$ cat src/rtl/kw11l_timer.sv
// KW11-L compatible line clock: divides the bus clock into a TICK_HZ square wave,
// holds the line-clock CSR (MON/IE) and raises a vectored interrupt over virq/istb/iack.
module kw11l_timer #(
    parameter int          CLK_FREQ = 50000000,
    parameter int          TICK_HZ  = 50,
    parameter logic [15:0] VECTOR   = 16'o000100
) (
    input  logic        wb_clk_i,
    input  logic        wb_rst_i,
    input  logic [15:0] wb_dat_i,
    output logic [15:0] wb_dat_o,
    input  logic        wb_cyc_i,
    input  logic        wb_we_i,
    input  logic [1:0]  wb_sel_i,
    input  logic        wb_stb_i,
    output logic        wb_ack_o,
    output logic        virq_o,
    input  logic        istb_i,
    output logic        iack_o,
    output logic [15:0] ivec_o,
    output logic        timer50_o,
    output logic        tick_o,
    output logic [1:0]  irq_state_o
);

    localparam int             DIV  = CLK_FREQ / TICK_HZ;
    localparam int             CW   = $clog2(DIV);
    localparam logic [CW-1:0]  LAST = CW'(DIV - 1);
    localparam logic [CW-1:0]  HALF = CW'(DIV / 2);

    typedef enum logic [1:0] {
        IRQ_IDLE = 2'd0,
        IRQ_PEND = 2'd1,
        IRQ_ACK  = 2'd2
    } irq_state_t;

    // Bus handshake: a request is wb_cyc_i & wb_stb_i; wb_ack_o answers it one cycle
    // later for exactly one cycle, and the write is committed on that same edge.
    logic [CW-1:0] cnt;
    logic [CW-1:0] cnt_nxt;
    logic          tick;
    logic          mon;
    logic          ie;
    logic          wr_en;
    logic          ie_clr;
    logic          tick_ie;
    logic          relatch;
    irq_state_t    state;
    logic          unused_bits;

    assign tick    = (cnt == LAST);
    assign cnt_nxt = tick ? '0 : cnt + CW'(1);
    assign tick_o  = tick;

    assign wr_en   = wb_cyc_i & wb_stb_i & wb_we_i & ~wb_ack_o & wb_sel_i[0];
    assign ie_clr  = wr_en & ~wb_dat_i[6];
    // The IE value sampled here is the one before any same-cycle write.
    assign tick_ie = tick & ie;

    assign wb_dat_o    = wb_ack_o ? {8'h00, mon, ie, 6'b000000} : 16'h0000;
    assign irq_state_o = state;
    assign unused_bits = ^{wb_dat_i[15:8], wb_dat_i[5:0], wb_sel_i[1]};

    always_ff @(posedge wb_clk_i or posedge wb_rst_i) begin
        if (wb_rst_i) begin
            cnt       <= '0;
            timer50_o <= 1'b0;
        end else begin
            cnt       <= cnt_nxt;
            timer50_o <= (cnt_nxt >= HALF);
        end
    end

    always_ff @(posedge wb_clk_i or posedge wb_rst_i) begin
        if (wb_rst_i) begin
            wb_ack_o <= 1'b0;
            mon      <= 1'b0;
            ie       <= 1'b0;
        end else begin
            wb_ack_o <= wb_cyc_i & wb_stb_i & ~wb_ack_o;
            // A tick beats a same-cycle write that tries to clear MON.
            if (tick)
                mon <= 1'b1;
            else if (wr_en && !wb_dat_i[7])
                mon <= 1'b0;
            if (wr_en)
                ie <= wb_dat_i[6];
        end
    end

    always_ff @(posedge wb_clk_i or posedge wb_rst_i) begin
        if (wb_rst_i) begin
            state   <= IRQ_IDLE;
            virq_o  <= 1'b0;
            iack_o  <= 1'b0;
            ivec_o  <= 16'h0000;
            relatch <= 1'b0;
        end else begin
            case (state)
                IRQ_IDLE: begin
                    if (tick_ie) begin
                        state  <= IRQ_PEND;
                        virq_o <= 1'b1;
                    end
                end
                IRQ_PEND: begin
                    if (istb_i) begin
                        state   <= IRQ_ACK;
                        virq_o  <= 1'b0;
                        iack_o  <= 1'b1;
                        ivec_o  <= VECTOR;
                        relatch <= tick_ie;
                    end else if (ie_clr) begin
                        state  <= IRQ_IDLE;
                        virq_o <= 1'b0;
                    end
                end
                IRQ_ACK: begin
                    if (!istb_i) begin
                        iack_o  <= 1'b0;
                        ivec_o  <= 16'h0000;
                        relatch <= 1'b0;
                        // A tick seen during the vector read re-arms the request.
                        if (relatch || tick_ie) begin
                            state  <= IRQ_PEND;
                            virq_o <= 1'b1;
                        end else begin
                            state <= IRQ_IDLE;
                        end
                    end else if (tick_ie) begin
                        relatch <= 1'b1;
                    end else if (ie_clr) begin
                        relatch <= 1'b0;
                    end
                end
                default: begin
                    state   <= IRQ_IDLE;
                    virq_o  <= 1'b0;
                    iack_o  <= 1'b0;
                    ivec_o  <= 16'h0000;
                    relatch <= 1'b0;
                end
            endcase
        end
    end

endmodule

$ cat config.mk
export PLATFORM = sky130hd
export DESIGN_NAME = kw11l_timer
export DESIGN_NICKNAME = d
export VERILOG_FILES = /design/src/rtl/kw11l_timer.sv
export SDC_FILE = /design/constraint.sdc
export NUM_CORES = 1
export LEC_CHECK = 0
export BUFFER_PORTS_ARGS = -buffer_cell sky130_fd_sc_hd__clkbuf_2
export CELL_PAD_IN_SITES_DETAIL_PLACEMENT = 1
export CELL_PAD_IN_SITES_GLOBAL_PLACEMENT = 1
export CORE_MARGIN = 3
export CORE_UTILIZATION = 34
export DETAILED_ROUTE_END_ITERATION = 7
export HOLD_SLACK_MARGIN = 0.03
export PLACE_DENSITY_LB_ADDON = 0.1
export SLEW_MARGIN = 20
export SYNTH_ARGS = -nofsm -noshare
export SYNTH_HDL_FRONTEND = slang
export SYNTH_SLANG_ARGS = --single-unit
$ cat constraint.sdc
create_clock -name wb_clk_i -period 2 [get_ports wb_clk_i]
set_input_delay 0.4 -clock wb_clk_i [delete_from_list [all_inputs] [get_ports wb_clk_i]]
set_output_delay 0.4 -clock wb_clk_i [all_outputs]
set_load 0.03 [all_outputs]
**Yosys cells after proc, flatten, opt, wreduce, memory -nomap -nowiden**

Cells that the tools add are included.

- Register bits after elaboration: 45
- Output and inout bits: 39
- Word-level logic and storage cells: 66
- Input port bits: 24

- Reduce and logical (&&, ||, !) cells: 9
- Magnitude comparators: 1
- Mux-type cells: 26
- Bitwise operators: 10
- Add/sub/neg operators: 1
- Equal/unequal tests: 9

Operators by type and width:

| operator | number |
|---|---|
| 16-bit case mux with 3 select lines | 1 |
| 16-bit 2-to-1 mux | 2 |
| 20-bit by 1-bit adder with 20-bit output (second input constant) | 1 |
| 20-bit equality test (second input constant) | 1 |
| 20-bit by 19-bit greater-or-equal comparator with 1-bit output (second input constant) | 1 |
| 20-bit 2-to-1 mux | 1 |
| 1-bit 2-to-1 mux | 13 |
| 1-bit case mux with 3 select lines | 3 |
| 3-bit AND reduction | 3 |
| 2-bit 2-to-1 mux | 4 |
| 8-bit 2-to-1 mux | 1 |
| 2-bit != test (second input constant) | 4 |
| 1-bit AND | 7 |
| 2-bit case mux with 3 select lines | 1 |
| 4-bit != test (second input constant) | 1 |
| 4-bit AND reduction | 1 |
| 3-bit != test (second input constant) | 1 |
| 1-bit inverter | 3 |
| 2-bit by 1-bit equality test with 1-bit output (second input constant) | 1 |
| 2-bit equality test (second input constant) | 1 |
| 2-bit zero test | 1 |
| 2-bit nonzero test | 1 |
| 1-bit logical AND | 1 |
| 1-bit zero test | 1 |
| 1-bit logical OR | 1 |

**Depth between registers and ports, before layout**

- Word-level depth: 9
- Gate-level depth with buffers: 7

**Worst setup path before layout**

Ideal clock, no wire load.

- Path kind: register to register
- Start: register cnt[10]
- End: register state[0] (netlist: irq_state_o[0])
- Library setup time: 0.128 ns
- Data required time: 1.872 ns
- Cell stages (with the launch flop): 8
- Path slack: 0.124 ns
- Data arrival time: 1.749 ns
- Clock period less this slack: 1.876 ns
- Cell sequence: dfrtp_1 buf_2 nor4b_2 nand4_1 nor2_8 nand2_4 a21oi_2 mux2_1

- Longest elaborated chain between the ends: 6

Ends and longest elaborated chain:

| what | line | source |
|---|---|---|
| start, declared | 39 | `logic [CW-1:0] cnt;` |
| start signal, assigned | 69 | `cnt <= cnt_nxt;` |
| 20-bit equality test * | 51 | `assign tick = (cnt == LAST);` |
| 1-bit AND * | 58 | `assign tick_ie = tick & ie;` |
| 1-bit logical OR | 124 | `if (relatch \|\| tick_ie) begin` |
| 1-bit 2-to-1 mux | 124 |  |
| 2-bit 2-to-1 mux | 119 | `if (!istb_i) begin` |
| 2-bit case mux with 3 select lines | 99 | `case (state)` |
| end signal, assigned | 102 | `state <= IRQ_PEND;` |
| end signal, assigned | 125 | `state <= IRQ_PEND;` |
| end signal, assigned | 128 | `state <= IRQ_IDLE;` |
| end, declared | 48 | `irq_state_t state;` |

Mark *: on every way between the ends. The rest lies on a longest branch, timed or not. The select of a mux whose other input is x is not followed.
A chain may end at the register's enable or synchronous reset.

**Final worst setup path**

- Start: register cnt[0]
- End: output port tick_o

- Longest elaborated chain between the ends: 1

Ends and longest elaborated chain:

| what | line | source |
|---|---|---|
| 20-bit equality test | 51 |  |
| end, declared | 22 | `output logic tick_o,` |

No other way between the ends.

==> results.py <==
metrics = {
    "clock_tree": {
        "clock_latency_ns": 0.28,
        "root_buffer": "clkbuf_8",
        "clock-sinks": 29,
        "cts_buffer_depth": 2,
        "htreeDepth": 2,
        "numCtsBuffers": 5,
        "ctsHoldBuffers": 0,
        "cts_tree": "yes",
        "clkTransAtPathRegs_ns": 0.07,
    },
    "sta": {
        "slew_viol_final": 0,
        "min_period_over_period_pct": 99.3,
        "finalClockSkew_ns": 0.00521,
        "fmax_ghz": 0.503,
        "rsz0062_at_grt": "yes",
        "final-hold-violation-count": 0,
        "fin_crit_ns": 1.99,
        "setup_viol": 0,
        "tns_ns": 0,
    },
    "run": {
        "maxCapViolCount": 0,
    },
    "worst_setup_path": {
        "regToRegSetupSlack_ns": 0.02,
        "critPathKind": "flip-flop to output port",
        "start_kind": "flip-flop",
        "worstPathMaxFanout": 4,
        "crit_start": "cnt[0]",
        "crit_path_end_kind": "output port",
        "rr_startpoint": "cnt[0]",
        "cp.arrival_ns": 1.59,
        "required_ns": 1.60,
    },
    "die": {
        "start_util_pct": 35.7,
        "die_h_microns": 79.9,
        "coreArea_sq_um": 5200,
        "rows": 26,
        "dieArea_sq_um": 6390,
        "io_pins": 63,
        "fp.dieW_microns": 79.9,
    },
    "global_routing": {
        "grt_pass1_wl_microns": 7180,
        "grt_usage_pct": 14.5,
        "gr-total-overflow": 0,
        "grt_max_degree": 30,
        "grt_pass1_vias": 1507,
        "antenna_found_initial": 0,
    },
    "routing": {
        "via_count": 1475,
        "firstDrtPassIters": 4,
        "viasPerCell": 4.71,
        "ant_nets": 0,
        "drt_iter0_markers": 42,
        "finalWirelength_microns": 4430,
        "wl_per_cell_microns": 14.1,
        "drcViolationCount": 0,
    },
    "status": {
        "status": "finished, final reports clean",
    },
    "placement": {
        "port_buffers": 18,
        "hpwl_microns": 3210,
        "gp_congestion": 0.828,
    },
    "logic_synthesis": {
        "ys_top_cells_by_area": "dfrtp_1 39%, buf_4 12%, xor2_1 4.7%",
        "netlist_instances": 190,
        "ys_ff_latch": 29,
        "synth_area_sq_um": 1860,
        "yosysWarnings": 0,
        "synth_top_area_cell": "dfrtp_1",
        "synth.avg_cell_area_sq_um": 9.78,
        "yosysUniqueCellTypes": 49,
        "yosys.area.top_type_share_pct": 39.1,
        "ys_seq_area_share_pct": 39.1,
    },
    "pwr": {
        "power_density_nw_per_um2": 618,
        "finalPower_mw": 1.45,
        "irDropWorstVdd_mv": 0.262,
        "p_leak_nw": 1.17,
    },
    "finish": {
        "n_antenna_cell": 0,
        "drive_above_1_share_pct": 34.6,
        "layout_commonest_cell": "buf_4",
        "layout_common_cells": "31 x buf_4, 29 x conb_1, 26 x dfrtp_1",
        "finalNetCount": 271,
        "syn_to_final_growth_pct": 26.8,
    },
    "hold_path": {
        "hp-class": "input port to async pin",
    },
}
-- metrics by stage --
step	cells	setup WS [ns]	utilization, %	hold WS, ns	cell area (sq um)
2_1_floorplan	218	0.124	-	0.446	1960
3_3_place_gp	290	0.0000258	39.0	0.444	2030
3_5_place_dp	290	-0.0132	39.0	0.461	2030
4_1_cts	306	-0.0172	43.3	0.181	2250
5_1_grt	313	-0.105	45.3	0.209	2360
6_report	313	0.0134	45.3	0.177	2360
-- kinds of logic after synthesis --
family / Yosys count / synth area share, %
fa+ha+maj: 5 / 3.37
compound gates: 19 / 7.74
xor+xnor: 18 / 8.89
other cells: 1 / 0.202
flops: 29 / 39.1
mux: 5 / 2.90
buf+inv: 40 / 14.3
simple gates: 73 / 23.5
-- timing repair --
item / CTS / global route
resized for setup: 8 / 12
pin swaps: 5 / 8
setup buffers: 8 / 7
endpoints found under the hold margin: 0 / 0
endpoints found under the setup margin: 2 / 4
-- worst max-delay path: stages (launching register included) --
cell and delay, ns:
dfrtp_1 0.41, ha_4 0.16, nand2_2 0.06, or3_4 0.38, nor2_8 0.16, buf_8 0.14
-- path summary, 6_finish.rpt --
kind / to / depth (start not counted)
worst max register to register: timer50_o / 9
worst max-delay path: tick_o / 5
max in group asynchronous: cnt[4] / 3
min in group wb_clk_i: mon / 3
worst min register to register: cnt[0] / 1
worst min-delay path: cnt[16] / 3
-- cells in the mapped netlist (all sizes together) --
master    n
mux2      3
buf      32
nand3b    1
xnor2     8
nor4      2
ha        5
o21ai     6
nor2     20
o22ai     1
and4      2
clkbuf    1
and3      4
o31ai     2
or4       1
mux2i     2
dfrtp    29
a21oi     3
or3       2
nor3b     2
conb      1
inv       7
nor4b     1
a221oi    1
o2111ai   1
nand3     9
nor3      7
and3b     1
nand2    12
or4b      1
and2      2
xor2     10
a2bb2oi   1
o211ai    1
a221o     1
o221ai    1
nand4     4
nor2b     2
a311oi    1
-- flip-flops by register name, indices dropped and copies added, names as in the netlist --
| signal | cells |
|---|---|
| cnt | 20 |
| irq_state_o | 2 |
| ie | 1 |
| ivec_o | 1 |
| mon | 1 |
| relatch | 1 |
| timer50_o | 1 |
| virq_o | 1 |
| wb_ack_o | 1 |
-- metal layers --
metal  up-vias  GRT usage (%)  wire (microns)
met1       726           17.6            1900
li1        699              -               -
met4         0           4.05              26
met5         -              0               0
met3         4           3.05             197
met2        46           25.7            2310
-- report_power, final --
| part | total (mW) | leakage, nW | switching (mW) | internal, mW |
|---|---|---|---|---|
| registers | 0.605 | 0.379 | 0.00885 | 0.597 |
| logic | 0.122 | 0.721 | 0.103 | 0.0184 |
| clock network | 0.728 | 0.0681 | 0.233 | 0.495 |
| total | 1.45 | 1.17 | 0.345 | 1.11 |
-- area by class of cell --
type	instances	area, sq um
clock buffer	5	68.8
clock inverter	3	65.1
fill	619	2850
inverter	7	26.3
multi-input combinational	149	1030
sequential	29	729
tap	70	87.6
timing repair buffer	50	344
No activity file was read; power rests on OpenSTA's default activity.
